File: src/rtl/serial_tx_pkg.sv
// Shared types and defaults for the serial transmit buffer.
package serial_tx_pkg;

  localparam int DATA_W_DEF      = 16;
  localparam int OUT_W_DEF       = 4;
  localparam int DEPTH_DEF       = 4;
  localparam int DIV_W_DEF       = 8;
  localparam int DIV_DEFAULT_DEF = 2;

  typedef enum logic [1:0] {
    IDLE   = 2'd0,
    LOAD   = 2'd1,
    SEND   = 2'd2,
    PARITY = 2'd3
  } tx_state_t;

  function automatic int nchunk(input int data_w, input int out_w);
    return data_w / out_w;
  endfunction

endpackage

File: src/rtl/tx_fifo.sv
// Synchronous FIFO with head-of-queue read and registered occupancy count.
module tx_fifo #(
  parameter int WIDTH = 16,
  parameter int DEPTH = 4,
  parameter int LVL_W = $clog2(DEPTH + 1)
) (
  input  logic             clk,
  input  logic             rst_n,
  input  logic             push,
  input  logic             pop,
  input  logic [WIDTH-1:0] wdata,
  output logic [WIDTH-1:0] rdata,
  output logic [LVL_W-1:0] level,
  output logic             full,
  output logic             empty
);

  localparam int PTR_W = (DEPTH > 1) ? $clog2(DEPTH) : 1;

  logic [WIDTH-1:0] mem_r [DEPTH];
  logic [PTR_W-1:0] wr_ptr_r;
  logic [PTR_W-1:0] rd_ptr_r;
  logic [LVL_W-1:0] level_r;
  logic             do_push_s;
  logic             do_pop_s;

  assign full      = (level_r == LVL_W'(DEPTH));
  assign empty     = (level_r == {LVL_W{1'b0}});
  assign level     = level_r;
  assign rdata     = mem_r[rd_ptr_r];
  assign do_push_s = push & ~full;
  assign do_pop_s  = pop & ~empty;

  // Storage array write port.
  always_ff @(posedge clk) begin
    if (do_push_s) begin
      mem_r[wr_ptr_r] <= wdata;
    end
  end

  // Pointer and occupancy bookkeeping; pointers wrap at DEPTH-1 for non-power-of-two depths.
  always_ff @(posedge clk or negedge rst_n) begin
    if (!rst_n) begin
      wr_ptr_r <= {PTR_W{1'b0}};
      rd_ptr_r <= {PTR_W{1'b0}};
      level_r  <= {LVL_W{1'b0}};
    end else begin
      if (do_push_s) begin
        wr_ptr_r <= (wr_ptr_r == PTR_W'(DEPTH - 1)) ? {PTR_W{1'b0}} : wr_ptr_r + PTR_W'(1);
      end
      if (do_pop_s) begin
        rd_ptr_r <= (rd_ptr_r == PTR_W'(DEPTH - 1)) ? {PTR_W{1'b0}} : rd_ptr_r + PTR_W'(1);
      end
      case ({do_push_s, do_pop_s})
        2'b10:   level_r <= level_r + LVL_W'(1);
        2'b01:   level_r <= level_r - LVL_W'(1);
        default: level_r <= level_r;
      endcase
    end
  end

endmodule

File: src/rtl/serial_tx_buffer.sv
// Buffered word serialiser with programmable transmit clock divider.
// Optional trailing XOR parity chunk when SERIAL_TX_PARITY_EN is defined.
module serial_tx_buffer
  import serial_tx_pkg::*;
#(
  parameter int DATA_W      = DATA_W_DEF,
  parameter int OUT_W       = OUT_W_DEF,
  parameter int DEPTH       = DEPTH_DEF,
  parameter int DIV_W       = DIV_W_DEF,
  parameter int DIV_DEFAULT = DIV_DEFAULT_DEF
) (
  input  logic                         Clk,
  input  logic                         ResetN,
  input  logic                         InValid,
  output logic                         InReady,
  input  logic [DATA_W-1:0]            InData,
  input  logic                         ConfigDiv,
  input  logic [31:0]                  DIn,
  output logic                         Busy,
  output logic [$clog2(DEPTH+1)-1:0]   Level,
  output logic                         DOutValid,
  output logic [OUT_W-1:0]             DataOut,
  output logic                         ClkTx
);

  localparam int NCHUNK = nchunk(DATA_W, OUT_W);
  localparam int CNT_W  = $clog2(NCHUNK + 1);
  localparam int LVL_W  = $clog2(DEPTH + 1);

  tx_state_t         state_r, state_s;
  logic [DATA_W-1:0] head_s;
  logic [DATA_W-1:0] shift_r;
  logic [LVL_W-1:0]  level_s;
  logic              full_s, empty_s, push_s, pop_s;
  logic              active_s, toggle_s, fall_s, last_s, busy_s;
  logic [CNT_W-1:0]  chunk_cnt_r;
  logic [DIV_W-1:0]  div_r, div_lat_r, div_cnt_r;
  logic              clk_tx_r;
  logic              unused_din_s;

  assign unused_din_s = ^DIn[31:DIV_W];

  assign push_s   = InValid & ~full_s;
  assign pop_s    = (state_r == LOAD);
  assign active_s = (state_r == SEND) || (state_r == PARITY);
  assign toggle_s = active_s && (div_cnt_r == div_lat_r - DIV_W'(1));
  assign fall_s   = toggle_s && clk_tx_r;
  assign last_s   = (chunk_cnt_r == CNT_W'(NCHUNK - 1));
  assign busy_s   = ~empty_s | (state_r != IDLE);

  assign InReady   = ~full_s;
  assign Busy      = busy_s;
  assign Level     = level_s;
  assign DOutValid = active_s;
  assign DataOut   = shift_r[DATA_W-1 -: OUT_W];
  assign ClkTx     = clk_tx_r;

  tx_fifo #(.WIDTH(DATA_W), .DEPTH(DEPTH), .LVL_W(LVL_W)) u_fifo (
    .clk   (Clk),
    .rst_n (ResetN),
    .push  (push_s),
    .pop   (pop_s),
    .wdata (InData),
    .rdata (head_s),
    .level (level_s),
    .full  (full_s),
    .empty (empty_s)
  );

`ifdef SERIAL_TX_PARITY_EN
  logic [OUT_W-1:0] parity_s, parity_r;

  // XOR of every chunk of the word about to be loaded.
  always_comb begin
    parity_s = {OUT_W{1'b0}};
    for (int i = 0; i < NCHUNK; i++) begin
      parity_s = parity_s ^ head_s[i*OUT_W +: OUT_W];
    end
  end
`endif

  // FSM state register.
  always_ff @(posedge Clk or negedge ResetN) begin
    if (!ResetN) begin
      state_r <= IDLE;
    end else begin
      state_r <= state_s;
    end
  end

  // Next-state logic; the final chunk (data or parity) decides between reload and idle.
  always_comb begin
    state_s = state_r;
    case (state_r)
      IDLE: begin
        if (!empty_s) state_s = LOAD;
        else          state_s = IDLE;
      end
      LOAD: state_s = SEND;
      SEND: begin
        if (fall_s && last_s) begin
`ifdef SERIAL_TX_PARITY_EN
          state_s = PARITY;
`else
          state_s = empty_s ? IDLE : LOAD;
`endif
        end else begin
          state_s = SEND;
        end
      end
      PARITY: begin
        if (fall_s) state_s = empty_s ? IDLE : LOAD;
        else        state_s = PARITY;
      end
      default: state_s = IDLE;
    endcase
  end

  // Divider configuration; only accepted while the block is fully idle.
  always_ff @(posedge Clk or negedge ResetN) begin
    if (!ResetN) begin
      div_r <= DIV_W'(DIV_DEFAULT);
    end else if (ConfigDiv && !busy_s) begin
      div_r <= (DIn[DIV_W-1:0] == {DIV_W{1'b0}}) ? DIV_W'(1) : DIn[DIV_W-1:0];
    end else begin
      div_r <= div_r;
    end
  end

  // Shift register, chunk counter and transmit clock generation.
  always_ff @(posedge Clk or negedge ResetN) begin
    if (!ResetN) begin
      shift_r     <= {DATA_W{1'b0}};
      chunk_cnt_r <= {CNT_W{1'b0}};
      div_lat_r   <= DIV_W'(DIV_DEFAULT);
      div_cnt_r   <= {DIV_W{1'b0}};
      clk_tx_r    <= 1'b0;
`ifdef SERIAL_TX_PARITY_EN
      parity_r    <= {OUT_W{1'b0}};
`endif
    end else if (state_r == LOAD) begin
      shift_r     <= head_s;
      chunk_cnt_r <= {CNT_W{1'b0}};
      div_lat_r   <= div_r;
      div_cnt_r   <= {DIV_W{1'b0}};
      clk_tx_r    <= 1'b0;
`ifdef SERIAL_TX_PARITY_EN
      parity_r    <= parity_s;
`endif
    end else if (active_s) begin
      if (toggle_s) begin
        div_cnt_r <= {DIV_W{1'b0}};
        clk_tx_r  <= ~clk_tx_r;
        if (clk_tx_r) begin
          chunk_cnt_r <= chunk_cnt_r + CNT_W'(1);
`ifdef SERIAL_TX_PARITY_EN
          if (state_r == SEND && last_s) shift_r <= {parity_r, {(DATA_W-OUT_W){1'b0}}};
          else                           shift_r <= {shift_r[DATA_W-OUT_W-1:0], {OUT_W{1'b0}}};
`else
          shift_r <= {shift_r[DATA_W-OUT_W-1:0], {OUT_W{1'b0}}};
`endif
        end
      end else begin
        div_cnt_r <= div_cnt_r + DIV_W'(1);
      end
    end else begin
      div_cnt_r <= {DIV_W{1'b0}};
      clk_tx_r  <= 1'b0;
    end
  end

endmodule

File: config.mk
export PLATFORM = sky130hd
export DESIGN_NAME = serial_tx_buffer
export DESIGN_NICKNAME = d
export VERILOG_FILES = /design/src/rtl/serial_tx_pkg.sv /design/src/rtl/tx_fifo.sv /design/src/rtl/serial_tx_buffer.sv
export SDC_FILE = /design/constraint.sdc
export NUM_CORES = 1
export LEC_CHECK = 0
export CAP_MARGIN = 15
export CELL_PAD_IN_SITES_DETAIL_PLACEMENT = 1
export CELL_PAD_IN_SITES_GLOBAL_PLACEMENT = 2
export CORE_AREA = 5 5 149 108
export DETAILED_ROUTE_END_ITERATION = 7
export DIE_AREA = 0 0 154 113
export GPL_TIMING_DRIVEN = 0
export MAX_ROUTING_LAYER = met4
export PLACE_DENSITY = 0.82
export REMOVE_ABC_BUFFERS = 1
export SKIP_CTS_REPAIR_TIMING = 1
export SLEW_MARGIN = 20
export SYNTH_ARGS = -nofsm -noshare
export SYNTH_HDL_FRONTEND = slang
export SYNTH_SLANG_ARGS = --single-unit
File: constraint.sdc
create_clock -name Clk -period 2.2 [get_ports Clk]
set_input_delay 0.44 -clock Clk [delete_from_list [all_inputs] [get_ports Clk]]
set_output_delay 0.44 -clock Clk [all_outputs]
set_load 0.1 [all_outputs]
==> impl_metrics.py <==
metrics = {
    "run_status": {
        "status": "finished with violations",
        "violations": "negative setup slack",
    },
    "synthesis": {
        "yosys-top-cells-area": "edfxtp_1 (39%), dfrtp_1 (26%), mux4_2 (7.2%)",
        "yosys_warnings": 0,
        "synth_area_um2": 4990,
        "synthTopCellsByCount": "edfxtp_1 (64), dfrtp_1 (51), nand2_1 (41)",
        "synth_edf_count": 64,
        "ys_seq_elements": 117,
        "yosys.area.top_type": "edfxtp_1",
        "seq_area_frac_synth_pct": 65.2,
        "ys_async_sr_fraction_pct": 45.3,
        "yosys.area.top_type_share_pct": 38.5,
        "syn-mean-instance-area_um2": 14.5,
        "synth.most_common_cell": "edfxtp_1",
        "netlist_instances": 343,
        "synth_cell_types": 50,
        "ys_dominant_reg_cell": "edfxtp_1",
    },
    "grt": {
        "grt_util_all_layers_pct": 14.1,
        "grt_pass1_wl_um": 18300,
        "grt_overflow": 0,
        "antenna_found_initial": 0,
        "grt_max_degree": 54,
        "grt_pass1_vias": 3295,
    },
    "drt": {
        "routedWlPerCell_um": 20.0,
        "via_count": 3096,
        "dr.pass1.iters": 4,
        "wl_met3_um": 454,
        "met2_length_um": 5830,
        "m1WireLength_um": 5790,
        "drcViolationCount": 0,
        "vias_per_cell": 5.06,
        "ant_nets": 0,
        "wirelength_um": 12300,
        "topRoutingLayerUsed": "met4",
        "drtIter0Drc": 183,
    },
    "timing": {
        "maxSlewHeadroom_pct": 32.2,
        "whs_ps": 76.5,
        "drv_slew": 0,
        "fmax_mhz": 415,
        "layout_min_cycle_time_ps": 2410,
        "rsz0062_at_grt": "yes",
        "setup_viol": 29,
        "setup_slack_ps": -207,
        "final-hold-violation-count": 0,
        "tightest_slew_ps": 1020,
        "final.setup_skew_ps": 14.7,
        "setup_tns_ps": -2750,
        "fin_crit_sh_pct": 109,
    },
    "clock_network": {
        "clkLatencyLatePin_ps": 420,
        "clockRootBuffer": "clkbuf_16",
        "cts_tree": "built",
        "cts_inserted_buffers": 17,
        "clock_sinks": 117,
        "cts_buffer_depth": 2,
        "clkTransAtPathRegs_ps": 60,
        "htree_levels": 4,
    },
    "floorplan": {
        "rows": 37,
        "pin_count": 63,
        "start_util_pct": 34.5,
        "core_area_um2": 14400,
        "die_y_um": 113,
        "die_w_um": 154,
        "dieArea_um2": 17400,
    },
    "critical_path": {
        "critPathCaptureType": "flop",
        "path_class": "reg2reg",
        "cp_slowest_stage_delay_ps": 540,
        "required_ps": 2480,
        "crit_arrival_ps": 2690,
        "crit_chain": "or3_4, or4_4, o211ai_4, nor4_4, buf_6, and2_4, a221o_1",
        "crit_path_max_fanout": 6,
        "crit_slowest_cell": "or4_4",
        "start_kind": "flop",
    },
    "power_and_ir_drop": {
        "ir_worst_vdd_uv": 608,
        "leakage_uw": 0.00259,
        "powerDensity_nw_per_um2": 992,
        "total_power_uw": 6430,
    },
    "finish": {
        "synthToLayoutAreaGrowth_pct": 29.9,
        "n_fill_cell": 1469,
        "final_core_util_pct": 44.9,
        "fin_nets": 466,
        "drive_gt1_share_pct": 28.8,
    },
    "place": {
        "dp_hpwl_um": 7070,
        "place.gp.congestion": 0.784,
        "place_ws_ps": -533,
        "numPortBuffers": 38,
    },
    "run": {
        "cap_violations": 0,
    },
    "hold_path": {
        "hold_class": "in2async",
    },
}
## cell usage in the layout, fill, tap and decap left out, types with 3 or more instances in the layout
| master | count |
|---|---|
| and3_1 | 6 |
| edfxtp_1 | 64 |
| and2_4 | 4 |
| inv_6 | 3 |
| ha_1 | 9 |
| clkdlybuf4s50_1 | 26 |
| nand3_1 | 10 |
| inv_1 | 10 |
| mux4_2 | 16 |
| buf_4 | 11 |
| mux2_2 | 10 |
| o21ai_1 | 3 |
| dlymetal6s2s_1 | 9 |
| buf_6 | 5 |
| nand2_1 | 39 |
| xnor2_1 | 4 |
| dfrtp_1 | 46 |
| clkinvlp_4 | 4 |
| clkbuf_16 | 17 |
| xor2_1 | 12 |
| o21ai_2 | 3 |
| o21ai_0 | 6 |
| nor2_1 | 13 |
| a221o_1 | 7 |
| clkinv_4 | 3 |
| dfrtp_2 | 5 |
| and2_1 | 8 |
| o211ai_1 | 3 |
## critical path: cells and delay by family, from the launching register on
family | cells | cell delay [ps]
buffers and inverters | 1 | 150
DFF | 1 | 420
AOI/OAI and AO/OA | 2 | 460
and+or+nand+nor | 4 | 1230
## per-layer routing
layer  vias up  global-route usage (%)
met3        21                    4.28
met4         0                    5.47
li1       1396                       -
met5         -                       -
met2        67                    20.7
met1      1612                    18.6
## area by class of cell
| cell class | instances | area, um^2 | share of cell area [%] |
|---|---|---|---|
| diodes | 1 | 2.50 | 0.0386 |
| well taps | 195 | 244 | 3.77 |
| inverters | 12 | 45.0 | 0.695 |
| clock buffers | 18 | 429 | 6.62 |
| clock inverters | 14 | 153 | 2.36 |
| repair buffers | 54 | 539 | 8.32 |
| flip-flops and latches | 117 | 3260 | 50.3 |
| multi-input cells | 201 | 1810 | 27.9 |
## cell families after synthesis
family / share of synthesized area (%)
mux: 10.1
fa+ha+maj: 2.91
xor+xnor: 2.99
simple gates: 10.7
flops: 65.2
buf+inv: 2.76
compound gates: 5.32
## state kept, by name, indices dropped and copies added (netlist names)
| register | cells |
|---|---|
| chunk_cnt_r | 3 |
| u_fifo.mem_r | 64 |
| div_lat_r | 8 |
| ClkTx | 1 |
| state_r | 2 |
| u_fifo.wr_ptr_r | 2 |
| u_fifo.level | 3 |
| u_fifo.rd_ptr_r | 2 |
| div_cnt_r | 8 |
| div_r | 8 |
| shift_r | 16 |
## through the flow
stage,cells,instance area [um^2]
floorplan,326,4890
global placement,559,5520
detailed placement,560,5540
CTS,592,6120
global route,611,6480
finish,612,6480
## power by group
group | leakage, uW | internal, uW | switching, uW
combinational | 0.00109 | 278 | 653
sequential | 0.00123 | 2650 | 136
clock | 0.000273 | 1670 | 1040
total | 0.00259 | 4600 | 1830
## worst paths after layout
path                         startpoint                  to  slack, ps  cells past startpoint
max                        div_lat_r[3]          shift_r[6]       -210                      7
min                              ResetN            div_r[3]         80                      1
max reg2reg                div_lat_r[3]          shift_r[6]       -210                      7
min reg2reg                    div_r[5]        div_lat_r[5]        480                      2
max in group asynchronous        ResetN  u_fifo.rd_ptr_r[0]       1640                      1
min in group Clk               div_r[5]        div_lat_r[5]        480                      2
Note: power is estimated with default switching activity, not from simulation.
==> variant: new RTL, config.mk and constraints unchanged <==
Set the package constant `DEPTH_DEF` to 2 (it was 4).
--- a/src/rtl/serial_tx_pkg.sv
+++ b/src/rtl/serial_tx_pkg.sv
@@ -3,7 +3,7 @@
 
   localparam int DATA_W_DEF      = 16;
   localparam int OUT_W_DEF       = 4;
-  localparam int DEPTH_DEF       = 4;
+  localparam int DEPTH_DEF       = 2;
   localparam int DIV_W_DEF       = 8;
   localparam int DIV_DEFAULT_DEF = 2;
 
Ports: changed (resized Level); port bits go from 63 to 62. The function was not compared with the original's and may differ.
==> variant against the unedited design <==
The run still ends with setup timing left. Critical path depth is 2 higher. Power is 4.1% higher. Area after synthesis is 28% lower. Clock power is 45% lower. Non-clock buffer count is 9 lower. Sequential power is 6% lower. First-iteration DRC count is 49% lower. Sequential cell count is 35 lower. Worst hold slack better by 56 ps. Worst setup slack worse by 61 ps. Final area is 30% lower. Routed wire length is 34% lower. Critical endpoint is now shift_r[13]$_DFFE_PN0P_. Largest cell class unchanged. Highest routed layer unchanged.
==> variant: results (changes against the unedited design) <==
Setup path
  – Worst Path Arrival: 2680 ps (about the same)
  – Maximum fanout encountered on the critical timing path: 8 (+2)

Outcome
  – Outcome: complete, but fails checks
  – Violations in the final reports: setup timing

Logic synthesis
  – Sequential-to-total area share from yosys stat: 0.616 (-0.0355)
  – Distinct cells, synth: 44 (-12%)
  – Largest cells by area after synthesis: sky130_fd_sc_hd__dfrtp_1 (33%), sky130_fd_sc_hd__edfxtp_1 (27%), sky130_fd_sc_hd__mux2i_1 (4.7%)
  – EDFF count, synth: 32 (-50%)
  – Leading post-synthesis cells by instance count: sky130_fd_sc_hd__dfrtp_1 (48), sky130_fd_sc_hd__edfxtp_1 (32), sky130_fd_sc_hd__nand2_1 (32)
  – Gate count after technology mapping: 288 (-16%)
  – Async SR Flop Fraction: 0.610 (+0.157)
  – Prevailing post-synth register cell: sky130_fd_sc_hd__dfrtp_1

Global routing
  – All-Layer GR Usage: 0.0954 (-0.0460)
  – Global-route wire length before repair: 12,900 um (-30%)
  – Pin count of the biggest net entering global routing: 51 (-5.6%)
  – Vias in the first global route: 2,495 (-24%)

Pwr
  – Maximum vdd drop: 0.000512 V (-16%)
  – Lkg Pwr: 1.90 nW (-27%)

STA
  – Worst Max-Slew Pin Slew: 1090 ps (+77.1 ps)
  – Final setup violating endpoints: 30 (+3.4%)
  – Final critical-path setup slack: -268 ps (-60.6 ps)
  – Skew final: 7.30 ps (-7.35 ps)

Placement
  – Count of input and output buffers: 37 (-2.6%)
  – Final weighted congestion in routability-driven placement: 0.762 (-2.9%)
  – Placed wire-length estimate after detailed placement: 5350 um (-24%)
  – Placed insts: 503 (-10%)
  – Cell area reported after detailed placement: 0.00410 mm^2 (-26%)

Layout
  – Final nets: 385 (-17%)
  – Layout cell share with drive strength beyond 1: 0.147 (-0.141)
  – Number of antenna diodes: 0 (-1)
  – Top flop regs: u_fifo.mem_r x32, shift_r x16

Clocking
  – Number of buffers added by the clock tree synthesis step: 9 (-8)
  – H-Tree Depth: 3 (-1)
  – Worst skew pair latency: 340 ps (-80 ps)
  – Root buffer selected by CTS: sky130_fd_sc_hd__clkbuf_16

Route
  – Vias per std cell: 4.49 (-11%)
  – First DRT Iteration DRCs: 94 (-49%)
  – Via count: 2,369 (-23%)
  – Mean routed wirelength per cell: 15.2 um (-24%)
## variant: report_power, final
group / switching [mW] / internal, mW
sequential: 0.491 / 2.12
combinational: 1.56 / 1.02
clock: 0.559 / 0.935
## variant: path summary, 6_finish.rpt
kind / start / end / slack, ps / cells past startpoint
min in group Clk: div_r[4]$_DFFE_PN0P_ / div_lat_r[4]$_DFFE_PN0P_ / 480 / 2
worst max register to register: div_lat_r[1]$_DFFE_PN1P_ / shift_r[13]$_DFFE_PN0P_ / -270 / 9
worst max-delay path: div_lat_r[1]$_DFFE_PN1P_ / shift_r[13]$_DFFE_PN0P_ / -270 / 9
worst min-delay path: ResetN / shift_r[1]$_DFFE_PN0P_ / 130 / 1
max in group asynchronous: ResetN / div_lat_r[0]$_DFFE_PN0P_ / 1590 / 1
worst min register to register: div_r[4]$_DFFE_PN0P_ / div_lat_r[4]$_DFFE_PN0P_ / 480 / 2
## variant: cells by family (layout without fill, tap and decap cells)
group                      after synthesis  count (layout)  share of synthesized area
and+or+nand+nor                         98              99                      0.129
DFF                                     82              82                      0.616
AOI/OAI and AO/OA                       36              37                     0.0801
muxes                                   25              25                     0.0724
buffers and inverters                   22              65                     0.0362
xor gates and xnor gates                20              20                     0.0487
adders and majority gates                5               5                     0.0174
## variant: metrics by stage
| stage | total power [mW] | TNS (ps) | setup slack [ps] |
|---|---|---|---|
| 2_1_floorplan | 4.35 | -39190 | -1060 |
| 3_3_place_gp | 4.95 | -64350 | -890 |
| 3_5_place_dp | 5.10 | -22560 | -961 |
| 4_1_cts | 6.63 | -25630 | -1000 |
| 5_1_grt | 7.11 | -9320 | -356 |
| 6_report | 6.69 | -6220 | -268 |
## variant: metal layers
metal,GRT usage,part of all wire,up-vias
met1,0.128,0.50,1211
met5,-,0,-
met3,0.0260,0.028,11
li1,-,-,1106
met2,0.139,0.46,41
met4,0.0335,0.015,0
## variant: area by class of cell
| type | instances | area (um^2) |
|---|---|---|
| inverter | 4 | 15.0 |
| multi-input combinational | 186 | 1310 |
| timing repair buffer | 45 | 453 |
| sequential | 82 | 2220 |
| clock buffer | 13 | 260 |
| fill | 1588 | 9910 |
| tap | 195 | 244 |
| clock inverter | 3 | 38.8 |
## variant: worst max-delay path: stages, from the launching register on
cell	delay, ps
sky130_fd_sc_hd__dfstp_2	560
sky130_fd_sc_hd__inv_2	60
sky130_fd_sc_hd__ha_4	190
sky130_fd_sc_hd__nor2b_1	130
sky130_fd_sc_hd__or3_1	350
sky130_fd_sc_hd__a31o_2	260
sky130_fd_sc_hd__a211oi_4	160
sky130_fd_sc_hd__buf_6	160
sky130_fd_sc_hd__a21oi_2	130
sky130_fd_sc_hd__a221o_1	360
